===== src/rtl/cipher_tx_serializer_pkg.sv =====
// Shared constants and state type for the cipher frame serializer.
// Frame length depends on whether CIPHER_TX_CHECKSUM_EN is defined.
package cipher_tx_serializer_pkg;

    localparam int unsigned NDBits            = 8;
    localparam int unsigned WAVE_BYTES        = 184;
    localparam int unsigned TAG_BYTES         = 16;
    localparam int unsigned FRAME_BYTES_PLAIN = WAVE_BYTES + TAG_BYTES;
    localparam int unsigned FRAME_BYTES_CSUM  = WAVE_BYTES + TAG_BYTES + 1;

    typedef enum logic [2:0] {
        ST_IDLE,
        ST_LOAD,
        ST_WAIT_HI,
        ST_WAIT_LO,
        ST_DONE
    } cipher_tx_state_t;

endpackage


===== src/rtl/cipher_tx_serializer.sv =====
// Streams the snapshotted {wave, tag} frame MSB byte first into the UART transmit port.
// Define CIPHER_TX_CHECKSUM_EN to append an XOR checksum byte after the tag.
module cipher_tx_serializer #(
    parameter int unsigned WAVE_BYTES = cipher_tx_serializer_pkg::WAVE_BYTES,
    parameter int unsigned TAG_BYTES  = cipher_tx_serializer_pkg::TAG_BYTES
) (
    input  logic                                             clock_i,
    input  logic                                             resetb_i,
    input  logic                                             start_i,
    input  logic [WAVE_BYTES*cipher_tx_serializer_pkg::NDBits-1:0] wave_i,
    input  logic [TAG_BYTES*cipher_tx_serializer_pkg::NDBits-1:0]  tag_i,
    input  logic                                             tx_busy_i,
    output logic [cipher_tx_serializer_pkg::NDBits-1:0]      tx_byte_o,
    output logic                                             load_o,
    output logic                                             busy_o,
    output logic                                             done_o
);
    import cipher_tx_serializer_pkg::*;

    localparam int unsigned PAY_BYTES = WAVE_BYTES + TAG_BYTES;
    localparam int unsigned PAY_BITS  = PAY_BYTES * NDBits;
`ifdef CIPHER_TX_CHECKSUM_EN
    localparam int unsigned FRAME_BYTES = PAY_BYTES + 1;
`else
    localparam int unsigned FRAME_BYTES = PAY_BYTES;
`endif
    localparam int unsigned SR_BITS  = FRAME_BYTES * NDBits;
    localparam int unsigned CNT_W    = 8;
    localparam logic [CNT_W-1:0] LAST_IDX = CNT_W'(FRAME_BYTES - 1);

    cipher_tx_state_t    r_state;
    logic [SR_BITS-1:0]  r_sr;
    logic [CNT_W-1:0]    r_cnt;
    logic [NDBits-1:0]   r_byte;
    logic                r_load;
    logic                r_busy;
    logic                r_done;

    logic [PAY_BITS-1:0] w_payload;
    logic [SR_BITS-1:0]  w_snapshot;

    assign w_payload = {wave_i, tag_i};

`ifdef CIPHER_TX_CHECKSUM_EN
    logic [NDBits-1:0] w_csum;

    // XOR of every payload byte, folded into the snapshot at start
    always_comb begin
        w_csum = '0;
        for (int unsigned i = 0; i < PAY_BYTES; i++) begin
            w_csum = w_csum ^ w_payload[i*NDBits +: NDBits];
        end
    end

    assign w_snapshot = {w_payload, w_csum};
`else
    assign w_snapshot = w_payload;
`endif

    // The strobe is issued from whichever state sees the UART idle, so the
    // first load lands one cycle after start and each next load one cycle
    // after tx_busy_i falls.
    always_ff @(posedge clock_i or negedge resetb_i) begin
        if (!resetb_i) begin
            r_state <= ST_IDLE;
            r_sr    <= '0;
            r_cnt   <= '0;
            r_byte  <= '0;
            r_load  <= 1'b0;
            r_busy  <= 1'b0;
            r_done  <= 1'b0;
        end else begin
            r_load <= 1'b0;
            r_done <= 1'b0;
            case (r_state)
                ST_IDLE: begin
                    if (start_i) begin
                        r_sr   <= w_snapshot;
                        r_cnt  <= '0;
                        r_busy <= 1'b1;
                        if (!tx_busy_i) begin
                            r_load  <= 1'b1;
                            r_byte  <= w_snapshot[SR_BITS-1 -: NDBits];
                            r_state <= ST_WAIT_HI;
                        end else begin
                            r_state <= ST_LOAD;
                        end
                    end
                end
                ST_LOAD: begin
                    if (!tx_busy_i) begin
                        r_load  <= 1'b1;
                        r_byte  <= r_sr[SR_BITS-1 -: NDBits];
                        r_state <= ST_WAIT_HI;
                    end
                end
                ST_WAIT_HI: begin
                    if (tx_busy_i) begin
                        r_sr    <= r_sr << NDBits;
                        r_state <= ST_WAIT_LO;
                    end
                end
                ST_WAIT_LO: begin
                    if (!tx_busy_i) begin
                        if (r_cnt == LAST_IDX) begin
                            r_done  <= 1'b1;
                            r_busy  <= 1'b0;
                            r_state <= ST_DONE;
                        end else begin
                            r_cnt   <= r_cnt + CNT_W'(1);
                            r_load  <= 1'b1;
                            r_byte  <= r_sr[SR_BITS-1 -: NDBits];
                            r_state <= ST_WAIT_HI;
                        end
                    end
                end
                ST_DONE: begin
                    r_state <= ST_IDLE;
                end
                default: begin
                    r_state <= ST_IDLE;
                end
            endcase
        end
    end

    assign tx_byte_o = r_byte;
    assign load_o    = r_load;
    assign busy_o    = r_busy;
    assign done_o    = r_done;

endmodule


===== config.mk =====
export PLATFORM = sky130hd
export DESIGN_NAME = cipher_tx_serializer
export DESIGN_NICKNAME = d
export VERILOG_FILES = /design/src/rtl/cipher_tx_serializer_pkg.sv /design/src/rtl/cipher_tx_serializer.sv
export SDC_FILE = /design/constraint.sdc
export NUM_CORES = 2
export LEC_CHECK = 0
export ABC_AREA = 1
export CAP_MARGIN = 20
export CORE_AREA = 2 2 631 633
export CTS_CLUSTER_DIAMETER = 40
export CTS_CLUSTER_SIZE = 12
export DETAILED_ROUTE_END_ITERATION = 8
export DIE_AREA = 0 0 633 635
export HOLD_SLACK_MARGIN = 0.06
export SLEW_MARGIN = 20
export SYNTH_ARGS = -nofsm -noshare
export SYNTH_HDL_FRONTEND = slang
export SYNTH_SLANG_ARGS = --single-unit

===== constraint.sdc =====
create_clock -name clock_i -period 2.65 [get_ports clock_i]
set_clock_uncertainty 0.1 [all_clocks]
set_input_delay 0.795 -clock clock_i [delete_from_list [all_inputs] [get_ports clock_i]]
set_output_delay 0.795 -clock clock_i [all_outputs]
set_load 0.01 [all_outputs]

-- After elaboration in Yosys (flattened, before gate mapping)
Index checks and enable logic that the tools add are counted.
- $add $sub $neg: 1
- equality and inequality tests: 11
- muxes and demuxes: 32
- reduce and logical (&&, ||, !) cells: 9
- operators with widths (kind ; number):
    $mux W1600 ; 2
    $pmux W1600 S2 ; 1
    $mux W8 ; 8
    $pmux W8 S3 ; 1
    $pmux W8 S2 ; 1
    $mux W3 ; 5
    $ne A2 B2 Y1 const B ; 7
    $pmux W3 S4 ; 1
    $reduce_and A4 Y1 ; 3
    $mux W1 ; 10
    $add A8 B1 Y8 const B ; 1
    $eq A8 B8 Y1 const B ; 1
    $eq A3 B2 Y1 const B ; 2
    $reduce_and A6 Y1 ; 1
    $reduce_bool A2 Y1 ; 2
    $eq A3 B1 Y1 const B ; 1
    $logic_not A3 Y1 ; 1
    $pmux W1 S3 ; 1
    $reduce_and A3 Y1 ; 1
    $reduce_bool A3 Y1 ; 1
    $mux W2 ; 1
    $pmux W1 S2 ; 1
- register bits after elaboration: 1622
- input port bits: 1604
- output and inout port bits: 11
- logic and storage cells: 60

-- Logic depth before layout (Yosys ltp)
- depth after elaboration: 4
- depth in mapped cells: 9
- depth with buffers taken out: 9

-- Worst setup path after synthesis
OpenSTA, ideal clock, no wires.
- kind: input to register
- from: input port tx_busy_i
- to: register r_sr[1303]
- setup time: 0.130 ns
- arrival: 1.841 ns
- path slack: 0.579 ns
- stages: 7
- cells stage by stage: buf_2 inv_1 o21ai_2 buf_4 buf_2 clkbuf_1 o21ai_0
- word-level cells in the longest chain between the ends: 2
- RTL lines (element ; line ; text):
    from (decl) ; cipher_tx_serializer.sv:12 ; input logic tx_busy_i,
    $ne A2 B2 Y1 (no source line) ; - ;
    $reduce_and A3 Y1 (no source line) ; - ;
    to (signal assigned) ; cipher_tx_serializer.sv:78 ; r_sr <= w_snapshot;
    to (signal assigned) ; cipher_tx_serializer.sv:99 ; r_sr <= r_sr << NDBits;
    to (decl) ; cipher_tx_serializer.sv:32 ; logic [SR_BITS-1:0] r_sr;
Every way passes these cells.
A chain may end at the register's enable or synchronous reset.

-- Worst setup path in the final report
- from: register r_byte[4], in the netlist tx_byte_o[4]
- to: output port tx_byte_o[4] (netlist name)
- RTL lines (element ; line ; text):
    from (decl) ; cipher_tx_serializer.sv:34 ; logic [NDBits-1:0] r_byte;
    from (signal assigned) ; cipher_tx_serializer.sv:83 ; r_byte <= w_snapshot[SR_BITS-1 -: NDBits];
    from (signal assigned) ; cipher_tx_serializer.sv:93 ; r_byte <= r_sr[SR_BITS-1 -: NDBits];
    from (signal assigned) ; cipher_tx_serializer.sv:112 ; r_byte <= r_sr[SR_BITS-1 -: NDBits];
    to (decl) ; cipher_tx_serializer.sv:13 ; output logic [cipher_tx_serializer_pkg::NDBits-1:0] tx_byte_o,
No word-level cell between the ends.

==> reports/results.txt <==
The class of the tightest hold or removal check was input pin to flop. The slew at the pin closest to its max-slew limit is 0.786 ns, and the vias after detailed routing is 68900. Post-synthesis sequential element count: 1622.

The dominant delay contributor by cell family on the critical path was flip-flops. Synthesis produced a netlist whose cell count is 8877. For the post-synthesis instance area, the log shows 0.0764 sq mm. The final total negative setup slack was 0 ns. For this design the ratio of total power to cell area is 1120 mW/mm^2.

Number of hold-slack violations in the final timing report: 0. Net total in the final layout: 12100. Max-cap violations in this run came to 0. The tools report the number of antenna violations at the first check in global routing as 141. The average via count per standard cell is 4.28, and the part of the Yosys area used for sequential elements is 53.1%. The utilization after layout was 28.3%. Entering global routing, the biggest net connects 120 pins. For the worst setup path, the data required time is 1.76 ns.

The clock passes through at most 4 buffers. When the netlist entered floorplanning its net count stood at 10500. The worst setup path is launched from a flop.

By area the synthesized netlist is led by sky130_fd_sc_hd__dfrtp_1 (53%), sky130_fd_sc_hd__o211ai_1 (15%), sky130_fd_sc_hd__o21ai_0 (10%). Of all nets on the critical path, the largest fanout is 2. The area of the core is 0.395 sq mm, and the mean post-synth cell area is 8.61 sq um. In this design, the stage delay of the slowest critical-path cell is 0.38 ns. The clock-pin transition on the worst setup and hold timing paths came out at 0.05 ns. The number of buffers and inverters on the critical path was 1; the number of input and output port buffers inserted was 1614.

After filler insertion, the fill cell instance count of the layout stands at 41700. CTS built an H-tree with a depth of 5. The sort of element at the end of the critical path was a primary output. The flow ran to the end, and the final reports show no timing, DRC or antenna violations. The root buffer cell is sky130_fd_sc_hd__clkbuf_16. The run gives 0 as the DRC violation count after routing. The tools report the total number of placement rows as 231. Yosys mapped a number of flops with a built-in enable equal to 0.

For this design the top-level I/O count stands at 1615. At the worst endpoint, the arrival time is 1.62 ns. Counting distinct cell types in the post-synthesis netlist gives 24. The logs give 0 for the max-slew violation count and 4868 for the number of violations reported at the end of detailed-routing iteration 0. TritonCTS built the clock tree.

The clock reaches the later pin of the worst-skew pair after 0.91 ns. Total routing resource utilization after global routing: 15.5%. Static timing analysis puts the maximum clock frequency at 0.398 GHz. Master of the slowest instance on the critical path: sky130_fd_sc_hd__dfrtp_1. The floorplan die area was 0.402 sq mm. Summed over all layers, the routed wires come to 325000 microns. Detailed-router iteration count before antenna repair: 6. From bottom edge to top edge, the die measures 635 microns. The mean routed wirelength per cell is 20.2 microns, and the share of flip-flops with an asynchronous set or reset after synthesis is 100%. The final critical delay including setup and external delays was 2.51 ns; the number of nets with antenna violations after detailed routing was 0. Measured against its own limit, the worst slew margin works out to 47.6%. The post-route netlist has 8.82% of its cells at a drive strength greater than 1.

For the sum of net half-perimeters after detailed placement, the log shows 252000 microns. The signal on the critical path passes through dlygate4sd2_1. After synthesis, the largest area contributor takes up 53.1% of total cell area.

Number of global-route vias before repair: 66700. The classification of the worst setup path was flop to primary output. The synthesized design spends more area on one cell type than any other, namely sky130_fd_sc_hd__dfrtp_1. For the tightest hold margin, the log shows 0.372 ns.

The global placer's final weighted congestion was 0.910; the relative area change from synthesis to final layout was 46.2%. For this configuration, the core starts out at a cell density of 19.4%. The Yosys step of the flow raised 0 warnings. Setup repair after global routing left no endpoint under its margin.

TritonCTS created 311 clock buffers. The most used flip-flop cell after synthesis is sky130_fd_sc_hd__dfrtp_1. For the final setup violation count, the log shows 0. The final critical path takes up 94.8% of the cycle. After global routing the overflow that remains totals 0. The tree built by TritonCTS fans out to 1622 sinks. The logs give 463000 microns for the global-route wire length before repair and 0.609 mV for the worst voltage drop across the vdd grid. In this run the horizontal extent of the chip is 633 microns.

The leakage dissipation was 47.1 nW.
==> kinds of logic (layout without fill, tap and decap cells) <==
family | after synthesis | count (layout) | share of synthesized area (%)
compound gates | 3144 | 3144 | 25.7
xor+xnor | 1 | 1 | 0.0115
fa+ha+maj | 1 | 1 | 0.0164
buf+inv | 2261 | 4127 | 12.0
flops | 1622 | 1622 | 53.1
other cells | 0 | 109 | 0
simple gates | 1848 | 1848 | 9.17
==> worst reg2reg max path, delay by kind of cell, from the launching register on <==
family | cells | cell delay, ns
AOI/OAI and AO/OA | 2 | 0.32
buffers and inverters | 5 | 1.12
DFF | 1 | 0.40
and+or+nand+nor | 2 | 0.35
==> synthesized netlist by cell type (12+ instances only) <==
library cell and instances:
sky130_fd_sc_hd__nor2_1 75, sky130_fd_sc_hd__buf_4 17, sky130_fd_sc_hd__inv_1 1547, sky130_fd_sc_hd__buf_1 61, sky130_fd_sc_hd__a31oi_1 57, sky130_fd_sc_hd__o21ai_0 1545
sky130_fd_sc_hd__nand2_1 1734, sky130_fd_sc_hd__dfrtp_1 1622, sky130_fd_sc_hd__clkbuf_1 158, sky130_fd_sc_hd__a21oi_1 12, sky130_fd_sc_hd__o211ai_1 1527, sky130_fd_sc_hd__nand3_1 31
sky130_fd_sc_hd__buf_2 475
==> cells in the final DEF (no fill, tap or decap), drive strengths merged <==
cell type / Yosys / routed
clkinv: 1 / 82
o21bai: 1 / 1
clkbuf: 158 / 387
dfrtp: 1622 / 1622
dlygate4sd2: 0 / 6
nor2: 76 / 76
diode: 0 / 109
buf: 553 / 398
clkdlybuf4s50: 0 / 1602
nor3b: 3 / 3
clkdlybuf4s15: 0 / 2
xnor2: 1 / 1
nand3: 33 / 33
nand2: 1734 / 1734
a21oi: 12 / 12
ha: 1 / 1
dlygate4sd3: 0 / 1
o21ai: 1547 / 1547
nand3b: 2 / 2
o211ai: 1527 / 1527
bufinv: 0 / 40
a31oi: 57 / 57
clkinvlp: 0 / 26
inv: 1549 / 1583
==> cell type report <==
| class | instances | area, sq um | share of cell area [%] |
|---|---|---|---|
| Clock buffer | 386 | 8580 | 7.68 |
| Inverter | 1550 | 5830 | 5.22 |
| Sequential cell | 1622 | 40600 | 36.3 |
| Timing Repair Buffer | 2010 | 20700 | 18.6 |
| Clock inverter | 181 | 2450 | 2.20 |
| Antenna cell | 109 | 273 | 0.244 |
| Multi-Input combinational cell | 4994 | 26700 | 23.9 |
| Tap cell | 5242 | 6560 | 5.87 |
==> stage by stage <==
step / setup WS, ns / instance area, sq um / instances / total power (W)
6_report: 0.138 / 112000 / 16100 / 0.125
5_1_grt: 0.0454 / 112000 / 16100 / 0.135
4_1_cts: -0.0999 / 111000 / 16000 / 0.127
3_5_place_dp: -0.382 / 100000 / 15400 / 0.0842
3_3_place_gp: -0.388 / 100000 / 15400 / 0.0833
2_1_floorplan: 0.579 / 76400 / 8877 / 0.0671
==> repair_timing <==
item | 4_1_cts | 5_1_grt
hold buffers | 1 | 0
setup endpoints to repair | 11 | 1
setup buffers | 2 | 0
gates resized for setup | 16 | 2
endpoints found under the hold margin | 112 | 0
pin swaps | 1 | 0
==> flip-flops by register name (all words and copies together) (netlist names) <==
| register | count |
|---|---|
| r_sr | 1600 |
| r_state | 3 |
| busy_o | 1 |
| r_cnt | 8 |
| tx_byte_o | 8 |
| done_o | 1 |
| load_o | 1 |
==> per-layer routing <==
metal  track usage [%]  vias up  wire, microns  share of wire (%)
met5                 0        -            280              0.086
met4              6.72       42          12600                3.9
met3              3.26      611          20500                6.3
met2              26.0     2073         159000                 49
met1              19.1    33100         133000                 41
li1                  -    33100              -                  -
==> final timing paths <==
kind,start,to,slack [ns],depth (start not counted)
max in group asynchronous,resetb_i,r_sr[890],0.85,3
setup / recovery,tx_byte_o[4],tx_byte_o[4],0.14,1
setup reg to reg,r_state[2],r_sr[430],0.22,9
min in group asynchronous,resetb_i,r_sr[1185],0.43,2
hold / removal,wave_i[1452],r_sr[1580],0.37,3
hold reg to reg,tx_byte_o[3],tx_byte_o[3],0.37,2
==> power breakdown <==
| group | switching [W] | internal (W) |
|---|---|---|
| registers | 0.00323 | 0.0370 |
| logic | 0.0283 | 0.0153 |
| clock network | 0.0146 | 0.0271 |
| total | 0.0460 | 0.0794 |
(Power assumes the default switching activity.)
